===== config.mk =====
export PLATFORM = sky130hd
export DESIGN_NAME = background_fade_ctrl
export DESIGN_NICKNAME = d
export VERILOG_FILES = /design/src/rtl/background_fade_ctrl.sv
export SDC_FILE = /design/constraint.sdc
export NUM_CORES = 1
export LEC_CHECK = 0
export ABC_AREA = 1
export ABC_CLOCK_PERIOD_IN_PS = 3100
export CAP_MARGIN = 20
export CELL_PAD_IN_SITES_DETAIL_PLACEMENT = 1
export CELL_PAD_IN_SITES_GLOBAL_PLACEMENT = 2
export CORE_MARGIN = 4
export CORE_UTILIZATION = 24
export DETAILED_ROUTE_END_ITERATION = 16
export GPL_ROUTABILITY_DRIVEN = 0
export PLACE_DENSITY = 0.61
export SYNTH_ARGS = -nofsm -noshare
export SYNTH_HDL_FRONTEND = slang
export SYNTH_SLANG_ARGS = --single-unit

===== constraint.sdc =====
create_clock -name Clk -period 3.1 [get_ports Clk]
set_input_delay 0.465 -clock Clk [delete_from_list [all_inputs] [get_ports Clk]]
set_output_delay 0.465 -clock Clk [all_outputs]
set_load 0.02 [all_outputs]

===== src/rtl/background_fade_ctrl.sv =====
// Background palette lookup, brightness scaling and the frame-synchronous fade FSM.
// Optional feature macro: FADE_FLASH_EN (adds `flash` input and a one-frame full-white override).
module background_fade_ctrl #(
  parameter int FADE_STEP_FRAMES = 2,
  parameter int HOLD_FRAMES      = 30
) (
  input  logic       Clk,
  input  logic       reset_n,
  input  logic       vsync,
  input  logic       start_fade,
`ifdef FADE_FLASH_EN
  input  logic       flash,
`endif
  input  logic [3:0] pix_index,
  input  logic       pix_valid,
  output logic [3:0] red,
  output logic [3:0] green,
  output logic [3:0] blue,
  output logic       rgb_valid,
  output logic [4:0] level,
  output logic       busy,
  output logic       done
);
  localparam int STAGES = 2;
  localparam int CMAX   = (FADE_STEP_FRAMES > HOLD_FRAMES) ? FADE_STEP_FRAMES : HOLD_FRAMES;
  localparam int CW     = (CMAX > 1) ? $clog2(CMAX) : 1;
  localparam logic [CW-1:0] STEP_LAST = CW'(FADE_STEP_FRAMES - 1);
  localparam logic [CW-1:0] HOLD_LAST = CW'(HOLD_FRAMES - 1);

  localparam logic [1:0] S_BRIGHT = 2'd0;
  localparam logic [1:0] S_OUT    = 2'd1;
  localparam logic [1:0] S_DARK   = 2'd2;
  localparam logic [1:0] S_IN     = 2'd3;

  logic [1:0]      state;
  logic [CW-1:0]   cnt;
  logic            vsync_d;
  logic            fe;
  logic [3:0]      pal;
  logic [3:0]      pal_q;
  logic [3:0]      scaled;
  logic [3:0]      pix_out;
  logic [STAGES:1] vld_pipe;

  assign fe        = vsync & ~vsync_d;
  assign busy      = (state != S_BRIGHT);
  assign rgb_valid = vld_pipe[STAGES];

  always_comb begin
    pal = 4'h0;
    case (pix_index)
      4'd0:  pal = 4'h0;  4'd1:  pal = 4'hD;  4'd2:  pal = 4'h7;  4'd3:  pal = 4'hF;
      4'd4:  pal = 4'h4;  4'd5:  pal = 4'hA;  4'd6:  pal = 4'h1;  4'd7:  pal = 4'h5;
      4'd8:  pal = 4'hE;  4'd9:  pal = 4'h9;  4'd10: pal = 4'h3;  4'd11: pal = 4'hB;
      4'd12: pal = 4'h6;  4'd13: pal = 4'h8;  4'd14: pal = 4'hC;  default: pal = 4'hF;
    endcase
  end

  // Counter compares before incrementing, so it tops out at CMAX-1 and never wraps.
  always_ff @(posedge Clk or negedge reset_n) begin
    if (!reset_n) begin
      state   <= S_BRIGHT;
      level   <= 5'd16;
      cnt     <= '0;
      done    <= 1'b0;
      vsync_d <= 1'b0;
    end else begin
      vsync_d <= vsync;
      done    <= 1'b0;
      case (state)
        S_BRIGHT: if (start_fade) begin
          state <= S_OUT;
          cnt   <= '0;
        end
        S_OUT: if (fe) begin
          if (cnt == STEP_LAST) begin
            cnt   <= '0;
            level <= level - 5'd1;
            if (level == 5'd1) state <= S_DARK;
          end else cnt <= cnt + CW'(1);
        end
        S_DARK: if (fe) begin
          if (cnt == HOLD_LAST) begin
            cnt   <= '0;
            state <= S_IN;
          end else cnt <= cnt + CW'(1);
        end
        S_IN: if (fe) begin
          if (cnt == STEP_LAST) begin
            cnt   <= '0;
            level <= level + 5'd1;
            if (level == 5'd15) begin
              state <= S_BRIGHT;
              done  <= 1'b1;
            end
          end else cnt <= cnt + CW'(1);
        end
        default: state <= S_BRIGHT;
      endcase
    end
  end

  // Max product is 15*16 = 240, so 8 bits hold it; output is bits [7:4].
  assign scaled = 4'((8'(pal_q) * 8'(level)) >> 4);

`ifdef FADE_FLASH_EN
  logic flash_arm;
  logic flash_active;

  always_ff @(posedge Clk or negedge reset_n) begin
    if (!reset_n) begin
      flash_arm    <= 1'b0;
      flash_active <= 1'b0;
    end else if (fe) begin
      flash_active <= flash_arm;
      flash_arm    <= flash;
    end else if (flash) begin
      flash_arm <= 1'b1;
    end
  end

  assign pix_out = flash_active ? 4'hF : scaled;
`else
  assign pix_out = scaled;
`endif

  always_ff @(posedge Clk or negedge reset_n) begin
    if (!reset_n) begin
      pal_q    <= 4'h0;
      vld_pipe <= '0;
      red      <= 4'h0;
      green    <= 4'h0;
      blue     <= 4'h0;
    end else begin
      vld_pipe <= {vld_pipe[STAGES-1:1], pix_valid};
      if (pix_valid) pal_q <= pal;
      if (vld_pipe[1]) begin
        red   <= pix_out;
        green <= pix_out;
        blue  <= pix_out;
      end
    end
  end
endmodule


==> results of run 1 <==
cell families (layout without fill, tap and decap cells):
kind of cell / count (synthesis) / in the layout / share of synthesized area (%)
buf+inv: 57 / 84 / 12.2
simple gates: 111 / 111 / 23.4
compound gates: 30 / 30 / 9.31
fa+ha+maj: 30 / 30 / 20.6
xor+xnor: 10 / 10 / 4.37
flops: 24 / 24 / 30.0
power groups by stage:
stage | Clock (mW) | Sequential (mW) | Combinational (mW)
floorplan | 0 | 0.565 | 1.04
global placement | 0 | 0.512 | 1.55
detailed placement | 0 | 0.514 | 1.56
CTS | 0.299 | 0.508 | 1.57
global route | 0.308 | 0.527 | 1.76
finish | 0.289 | 0.506 | 1.53
registers in the layout, summed over array words and instances (netlist names):
| signal | flops |
|---|---|
| blue | 4 |
| cnt | 5 |
| done | 1 |
| level | 5 |
| pal_q | 4 |
| state | 2 |
| vld_pipe | 2 |
| vsync_d | 1 |
worst paths after layout:
kind	from	slack, ps	end	depth (start not counted)
min	vld_pipe[1]$_DFF_PN0_	500	vld_pipe[2]$_DFF_PN0_	0
max in group asynchronous	reset_n	2270	level[4]$_DFFE_PN1P_	2
max	pal_q[3]$_DFFE_PN0P_	280	blue[3]$_DFFE_PN0P_	12
min in group asynchronous	reset_n	540	state[1]$_DFFE_PN0P_	2
min reg2reg	vld_pipe[1]$_DFF_PN0_	500	vld_pipe[2]$_DFF_PN0_	0
max reg2reg	pal_q[3]$_DFFE_PN0P_	280	blue[3]$_DFFE_PN0P_	12
layer usage:
metal / wire length (um) / GRT usage (%) / vias to the layer above / share of wire (%)
met3: 63 / 1.12 / 4 / 1.3
met4: 64 / 3.15 / 0 / 1.4
met1: 2500 / 15.5 / 813 / 53
met2: 2110 / 16.3 / 12 / 45
met5: 0 / 0 / - / 0
li1: - / - / 866 / -
stage by stage:
stage | hold WS (ps) | util [%] | setup WS [ps] | power (mW) | cell area, um2
2_1_floorplan | 169 | - | 259 | 1.61 | 2000
3_3_place_gp | 474 | 29.2 | 327 | 2.06 | 2380
3_5_place_dp | 480 | 29.2 | 248 | 2.07 | 2380
4_1_cts | 500 | 30.0 | 238 | 2.37 | 2450
5_1_grt | 519 | 30.0 | 19.8 | 2.59 | 2450
6_report | 503 | 30.0 | 277 | 2.32 | 2450
cell usage in the layout, fill, tap and decap left out, types with 2 or more instances in the layout:
cell and count:
o21ai_0 12, clkdlybuf4s50_1 28, o211ai_1 4, buf_4 5
nand2_2 2, nor2_1 16, inv_1 46, a31oi_1 3
a21oi_1 5, nand3_1 14, ha_1 25, nor3_1 2
dfrtp_1 23, xor2_1 7, clkbuf_8 3, nand2_1 69
nand4_1 3, xnor2_1 3, fa_1 5
area by class of cell:
| type | instances | area, um2 | share of cell area [%] |
|---|---|---|---|
| clock buffer | 3 | 41.3 | 1.68 |
| tap | 105 | 131 | 5.35 |
| sequential | 24 | 602 | 24.5 |
| clock inverter | 1 | 30.0 | 1.22 |
| timing repair buffer | 33 | 318 | 12.9 |
| inverter | 47 | 176 | 7.19 |
| multi-input combinational | 181 | 1160 | 47.1 |
critical path, cell delays in order, from the launching register on:
cell,delay [ps]
dfrtp_1,460
nand2_1,90
inv_1,50
fa_1,530
inv_1,50
fa_1,520
inv_1,40
ha_1,350
a21oi_1,270
o21a_1,170
nand3_1,70
nand3_1,70
nand2_1,50
==> flow_metrics.py, run 1 <==
metrics = {
    "finish": {
        "drive_gt1_share_pct": 6.57,
        "finalNonFillerCells": 394,
        "area_growth_pct": 22.5,
        "nFillCells": 1014,
        "antennaDiodeCount": 0,
        "fin_nets": 329,
    },
    "cts": {
        "htree_levels": 1,
        "cts_root_buf": "clkbuf_8",
        "cts_made_buffers": 3,
        "cts_tree": "yes",
        "path_clk_slew_ps": 90,
        "clock-sinks": 24,
        "hold_buffers": 0,
        "cts_setup_buffers": 0,
        "cts_resized": 0,
        "clock_latency_ps": 280,
        "cts_buffer_depth": 2,
    },
    "drt": {
        "first_pass_iters": 4,
        "drc": 0,
        "drtIter0Drc": 44,
        "ant_nets": 0,
        "wirelength_um": 4740,
        "wl_per_cell_um": 12.0,
        "via_count": 1695,
        "avgViaCountPerCell": 4.30,
    },
    "setup_path": {
        "end_kind": "flip-flop",
        "startpoint_type": "flip-flop",
        "crit_fanout": 6,
        "worstSetupPathType": "reg -> reg",
        "crit_arrival_ps": 2990,
        "cp.required_ps": 3270,
    },
    "power_and_ir_drop": {
        "switching_share_pct": 47.8,
        "p_clk_share_pct": 12.5,
        "powerDensity_mw_per_mm2": 945,
        "seqPwrFrac_pct": 21.8,
        "internal_power_mw": 1.21,
        "power_frac_comb_pct": 65.8,
        "switching_power_mw": 1.11,
        "cellLeakagePower_nw": 1.28,
        "ir_drop_mv": 0.334,
    },
    "placed_design": {
        "hpwl_um": 3960,
        "dpl.cell_count": 390,
        "portBuffers": 28,
    },
    "timing": {
        "final_max_slew_viol_count": 0,
        "finalCritPeriodShare_pct": 91.1,
        "slew_headroom_pct": 68.5,
        "hold_viol": 0,
        "fmax_ghz": 0.354,
        "finalClockSkew_ps": 11.4,
        "worst_pin_slew_ps": 468,
        "setup_viol": 0,
        "rsz0062_at_grt": "no",
        "period_minus_slack_ps": 2820,
        "fin_tns_setup_ps": 0,
    },
    "synthesis": {
        "synth_flop_cell": "dfrtp_1",
        "synth_common_cells": "nand2_1, inv_1, ha_1",
        "yosys_register_bits": 24,
        "yosysUniqueCellTypes": 32,
        "yosys_warnings": 0,
        "synthArstFlopShare_pct": 100,
        "yosysMostFrequentCell": "nand2_1",
        "yosys.area.top_type": "dfrtp_1",
        "synthTopCellsByArea": "dfrtp_1, ha_1, nand2_1",
        "synth-edff-count": 0,
        "syn_nets": 301,
        "yosys.area.top_type_share_pct": 28.7,
        "synth_area_mm2": 0.00200,
        "synth_cells": 262,
        "yosysSeqAreaShare_pct": 30.0,
        "synth.avg_cell_area_um2": 7.65,
    },
    "die": {
        "fp.dieH_um": 99.4,
        "ioPinCount": 29,
        "dieWidth_um": 99.4,
        "rows": 33,
        "die_area_mm2": 0.00987,
        "core_area_mm2": 0.00818,
        "start_util_pct": 24.5,
    },
    "grt": {
        "grt_overflow": 0,
        "antenna_found_initial": 0,
        "grt_max_degree": 25,
        "grt_usage_pct": 10.5,
        "grt_pass1_vias": 1817,
        "grt_pass1_wl_um": 8620,
    },
    "worst_hold_path": {
        "min_path_type": "reg -> reg",
    },
    "job": {
        "drv_cap": 0,
    },
    "status": {
        "status": "finished clean",
    },
}
Power figures use the tool's default switching activity.
==> run 2: changes to the inputs <==
--- a/config.mk
+++ b/config.mk
@@ -12,9 +12,11 @@
 export CELL_PAD_IN_SITES_GLOBAL_PLACEMENT = 2
 export CORE_MARGIN = 4
 export CORE_UTILIZATION = 24
+export CTS_CLUSTER_SIZE = 24
 export DETAILED_ROUTE_END_ITERATION = 16
 export GPL_ROUTABILITY_DRIVEN = 0
 export PLACE_DENSITY = 0.61
 export SYNTH_ARGS = -nofsm -noshare
 export SYNTH_HDL_FRONTEND = slang
 export SYNTH_SLANG_ARGS = --single-unit
+export TNS_END_PERCENT = 100
==> results of run 2 <==
No change in the layout: final DEF, timing and power equal those of run 1.
